==> src/rtl/alu_sequencer.sv <==
// Multi-cycle sequencer for a combinational ALU: registers a request onto the ALU inputs,
// waits a per-class latency, captures the 64-bit result and returns it over valid/ready.
module alu_sequencer #(
    parameter int unsigned SIMPLE_CYCLES = 1,
    parameter int unsigned MUL_CYCLES    = 4,
    parameter int unsigned DIV_CYCLES    = 8
) (
    input  logic        clock,
    input  logic        reset_n,
    input  logic        req_valid,
    output logic        req_ready,
    input  logic [4:0]  req_opcode,
    input  logic [31:0] req_a,
    input  logic [31:0] req_b,
    output logic [4:0]  alu_opcode,
    output logic [31:0] alu_a,
    output logic [31:0] alu_b,
    input  logic [63:0] alu_z,
    output logic [31:0] z_hi,
    output logic [31:0] z_lo,
    output logic        rsp_valid,
    input  logic        rsp_ready,
    output logic        rsp_error,
    output logic        busy
);

    localparam int unsigned MaxSd = (SIMPLE_CYCLES > MUL_CYCLES) ? SIMPLE_CYCLES : MUL_CYCLES;
    localparam int unsigned MaxCycles = (MaxSd > DIV_CYCLES) ? MaxSd : DIV_CYCLES;
    localparam int unsigned CntW = $clog2(MaxCycles) + 1;

    localparam logic [4:0] OpAdd  = 5'b01100;
    localparam logic [4:0] OpSub  = 5'b00100;
    localparam logic [4:0] OpAnd  = 5'b01010;
    localparam logic [4:0] OpOr   = 5'b01011;
    localparam logic [4:0] OpNot  = 5'b10010;
    localparam logic [4:0] OpNeg  = 5'b10001;
    localparam logic [4:0] OpMul  = 5'b01111;
    localparam logic [4:0] OpDiv  = 5'b00001;
    localparam logic [4:0] OpRor  = 5'b01000;
    localparam logic [4:0] OpRol  = 5'b01001;
    localparam logic [4:0] OpShl  = 5'b00111;
    localparam logic [4:0] OpShr  = 5'b00101;
    localparam logic [4:0] OpShra = 5'b00110;

    typedef enum logic [1:0] {StIdle, StExec, StResp} state_e;

    state_e            state_q, state_d;
    logic [CntW-1:0]   cnt_q, cnt_d;
    logic [4:0]        op_q, op_d;
    logic [31:0]       a_q, a_d;
    logic [31:0]       b_q, b_d;
    logic [31:0]       zhi_q, zhi_d;
    logic [31:0]       zlo_q, zlo_d;
    logic              err_q, err_d;
    logic              legal;
    logic [CntW-1:0]   latency_m1;

    always_comb begin
        legal      = 1'b0;
        latency_m1 = CntW'(SIMPLE_CYCLES - 1);
        unique case (req_opcode)
            OpAdd, OpSub, OpAnd, OpOr, OpNot, OpNeg,
            OpRor, OpRol, OpShl, OpShr, OpShra: legal = 1'b1;
            OpMul: begin
                legal      = 1'b1;
                latency_m1 = CntW'(MUL_CYCLES - 1);
            end
            OpDiv: begin
                legal      = 1'b1;
                latency_m1 = CntW'(DIV_CYCLES - 1);
            end
            default: legal = 1'b0;
        endcase
    end

    always_comb begin
        state_d = state_q;
        cnt_d   = cnt_q;
        op_d    = op_q;
        a_d     = a_q;
        b_d     = b_q;
        zhi_d   = zhi_q;
        zlo_d   = zlo_q;
        err_d   = err_q;
        unique case (state_q)
            StIdle: begin
                if (req_valid) begin
                    op_d = req_opcode;
                    a_d  = req_a;
                    b_d  = req_b;
                    // Errors skip EXEC entirely and leave the previous result in place.
                    if (!legal || (req_opcode == OpDiv && req_b == 32'd0)) begin
                        err_d   = 1'b1;
                        state_d = StResp;
                    end else begin
                        cnt_d   = latency_m1;
                        state_d = StExec;
                    end
                end
            end
            StExec: begin
                if (cnt_q == '0) begin
                    zhi_d   = alu_z[63:32];
                    zlo_d   = alu_z[31:0];
                    err_d   = 1'b0;
                    state_d = StResp;
                end else begin
                    cnt_d = cnt_q - 1'b1;
                end
            end
            StResp: begin
                if (rsp_ready) begin
                    state_d = StIdle;
                end
            end
            default: state_d = StIdle;
        endcase
    end

    always_ff @(posedge clock or negedge reset_n) begin
        if (!reset_n) begin
            state_q <= StIdle;
            cnt_q   <= '0;
            op_q    <= '0;
            a_q     <= '0;
            b_q     <= '0;
            zhi_q   <= '0;
            zlo_q   <= '0;
            err_q   <= 1'b0;
        end else begin
            state_q <= state_d;
            cnt_q   <= cnt_d;
            op_q    <= op_d;
            a_q     <= a_d;
            b_q     <= b_d;
            zhi_q   <= zhi_d;
            zlo_q   <= zlo_d;
            err_q   <= err_d;
        end
    end

    assign req_ready  = (state_q == StIdle);
    assign rsp_valid  = (state_q == StResp);
    assign busy       = (state_q != StIdle);
    assign alu_opcode = op_q;
    assign alu_a      = a_q;
    assign alu_b      = b_q;
    assign z_hi       = zhi_q;
    assign z_lo       = zlo_q;
    assign rsp_error  = err_q;

endmodule

==> config.mk <==
export PLATFORM = sky130hd
export DESIGN_NAME = alu_sequencer
export DESIGN_NICKNAME = d
export VERILOG_FILES = /design/src/rtl/alu_sequencer.sv
export SDC_FILE = /design/constraint.sdc
export NUM_CORES = 1
export LEC_CHECK = 0
export CORE_ASPECT_RATIO = 0.9
export CORE_MARGIN = 2
export CORE_UTILIZATION = 43
export CTS_CLUSTER_DIAMETER = 40
export DETAILED_ROUTE_END_ITERATION = 7
export HOLD_SLACK_MARGIN = 0.1
export PLACE_DENSITY = 0.85
export SLEW_MARGIN = 20
export SYNTH_ARGS = -nofsm -noshare
export SYNTH_HDL_FRONTEND = slang
export SYNTH_SLANG_ARGS = --single-unit
==> constraint.sdc <==
create_clock -name clock -period 3.5 [get_ports clock]
set_clock_uncertainty 0.15 [all_clocks]
set_input_delay 1.05 -clock clock [delete_from_list [all_inputs] [get_ports clock]]
set_output_delay 1.05 -clock clock [all_outputs]
set_load 0.02 [all_outputs]
==> results.cfg <==
[run_status]
outcome = completed

[global_route]
grt_overflow = 0
met2_usage = 0.395
grt_max_degree = 66
grt_pass1_wl_mm = 23.4
grt_busiest_layer = met2
antenna_found_initial = 0
use_met1 = 0.237
track_usage = 0.228
use_met3 = 0.102
grt_pass1_vias = 4481

[routing]
vias_per_cell = 4.99
num_vias = 4005
drc = 0
dr.pass1.iters = 4
dr.first_iter.drc_count = 137
antenna_left = 0
drt_wl_total_mm = 14.8
post_drt_wl_per_cell_um = 18.4

[setup_path]
cp-end-kind = register
required_ns = 3.65
crit_slowest_cell = nor4_1
path_cells = clkdlybuf4s50_1 > nor4_1 > buf_4 > nand4_1 > or3_1 > a31o_1 > mux2i_1 > nand2_1
max_stage_delay_ns = 0.57
crit_family = simple AND/OR/NAND/NOR gates
cp_max_fo = 8
cp.arrival_ns = 3.40
cp.buffers_inverters = 2
crit_type = primary input to register
start_kind = primary input

[synthesis]
synth_nets = 487
synth.top_cell.area_share = 0.643
ys_warn_count = 0
ys_seq_area_frac = 0.643
ys_top_cells_by_area = dfrtp_1 (64%), mux2_2 (28%), buf_2 (1.1%)
syn_area_per_cell_um2 = 15.6
synth.distinct_cells = 32
synth.largest_area_cell = dfrtp_1
syn_inst = 349
yosys_register_bits = 140
syn-cell-area_um2 = 5450

[layout]
instances_no_fill = 802
layout-drive-gt1-share = 0.271
final_core_util = 0.734
area.growth.synth_to_final_pct = 64.8
n_antenna_cell = 0
final_nets = 769

[clock_tree]
cts_buffers = 17
clock_latency_ns = 0.41
clkSlewWorstSetupHoldPaths_ns = 0.06
cts_buffer_depth = 2
htree_num_levels = 4
cts_sinks = 140
clockRootBuffer = clkbuf_16
cts_tree = yes
cts_hold_buf = 0
cts.repair_timing.setup_buffer_count = 0
cts-resized-gates = 0

[sta]
final-setup-viol-count = 0
fmax_mhz = 307
finalHoldViolCount = 0
worst_pin_slew_ns = 0.798
fin_crit_ns = 3.25
timing.slew.headroom = 0.468
period_share = 0.930
slew_violations = 0
rsz0062_at_grt = false

[floorplanning]
die_w_um = 123
start_util = 0.446
core_um2 = 12200
pin_count = 274
rows = 38
dieArea_um2 = 13600
die_h_um = 111

[placement]
gp_congestion = 0.784
dp_hpwl_mm = 10.8
placed_cells = 772
io_buffers = 273

[power_and_ir_drop]
combPwrFrac = 0.471
power_frac_seq = 0.322
leakagePower_nw = 3.70
peakVddDrop_v = 0.000802
swShare = 0.339
p_int_mw = 5.94
power_density_nw_per_um2 = 1000
p_sw_mw = 3.04
pwr-share-clk = 0.207

[worst_hold_path]
hold_class = register to register

[job]
drv_cap = 0
[cell usage after synthesis]
master     count
o2111ai_1      1
nand3_1        3
nor3b_1        1
nand2b_1       1
mux2i_1        1
a211oi_1       1
nor4b_1        3
a31oi_1        1
o21ai_0        3
a21oi_1        4
nand4_1        2
o311ai_0       1
nor3_1         1
and3_2         1
nand2_1        8
inv_1          6
nor3_2         1
dfrtp_1      140
buf_2         12
buf_6          2
nor2b_1        1
a31o_1         1
o211ai_1       1
o21a_1         1
ha_1           1
nor4_1         8
or3_1          2
clkbuf_1       3
nor2_1         3
xor2_1         1
mux2_2       133
and2_1         1
[final cells by class]
class                      count  area, um2
fill                         760       3250
inverter                       6       22.5
multi-input combinational    186       1830
timing repair buffer         280       2800
sequential                   140       3500
tap                          160        200
clock buffer                  24        512
clock inverter                 6        108
[routing by layer]
layer,part of all wire,wire (um),vias to the layer above
met2,0.51,7540,185
met3,0.10,1490,25
li1,-,-,1822
met1,0.37,5400,1973
met4,0.022,328,0
met5,0,0,-
[power by group through the flow]
stage / Sequential (mW) / Combinational, mW / Clock, mW
floorplan: 3.85 / 1.14 / 0
global placement: 2.85 / 4.17 / 0
detailed placement: 2.90 / 4.25 / 0
CTS: 2.89 / 4.28 / 1.90
global route: 2.99 / 4.47 / 1.98
finish: 2.89 / 4.23 / 1.86
[path summary, 6_finish.rpt]
kind,cells after the start,slack (ns),startpoint,endpoint
worst max-delay path,8,0.25,req_b[27],cnt_q[3]$_DFFE_PN0P_
max in group asynchronous,2,2.06,reset_n,alu_a[18]$_DFFE_PN0P_
min in group asynchronous,1,0.45,reset_n,alu_b[11]$_DFFE_PN0P_
worst min register to register,1,0.35,z_lo[8]$_DFFE_PN0P_,z_lo[8]$_DFFE_PN0P_
worst max register to register,6,1.20,cnt_q[0]$_DFFE_PN0P_,z_hi[4]$_DFFE_PN0P_
worst min-delay path,1,0.35,z_lo[8]$_DFFE_PN0P_,z_lo[8]$_DFFE_PN0P_
[logic make-up (layout without fill, tap and decap cells)]
kind of cell,after synthesis,count (layout),share of synthesized area
mux,134,134,0.277
flops,140,140,0.643
simple gates,36,36,0.0379
fa+ha+maj,1,1,0.00230
buf+inv,23,316,0.0214
compound gates,14,14,0.0165
xor+xnor,1,1,0.00161
[metrics by stage]
step                      area (um2)  total power, mW  worst slack (ns)  setup TNS (ns)  hold WS [ns]
after detailed placement        8350             7.15            -0.214          -0.728         0.342
after global routing            8970             9.44             0.182               0         0.365
after CTS                       8970             9.07             0.238               0         0.355
final                           8970             8.98             0.245               0         0.352
after floorplan                 5450             4.99             0.902               0         0.349
after global placement          8350             7.02           -0.0976          -0.198         0.336
[state kept, by name (all words and copies together), names as in the netlist]
name,cells
alu_b,32
rsp_error,1
cnt_q,4
alu_opcode,5
z_lo,32
alu_a,32
state_q,2
z_hi,32
[cell usage in the layout, fill, tap and decap left out, types with 2 or more instances in the layout]
| cell type | instances |
|---|---|
| nor2_1 | 3 |
| a21oi_1 | 4 |
| nand3_1 | 3 |
| inv_1 | 6 |
| or3_1 | 2 |
| mux2_2 | 133 |
| nand2_1 | 7 |
| clkdlybuf4s50_1 | 272 |
| nor4b_1 | 3 |
| dfrtp_1 | 140 |
| bufinv_16 | 3 |
| nand4_1 | 2 |
| clkbuf_8 | 6 |
| nor4_1 | 8 |
| clkinv_2 | 2 |
| o21ai_0 | 3 |
| clkbuf_16 | 17 |
| buf_4 | 6 |
(Power assumes the default switching activity.)
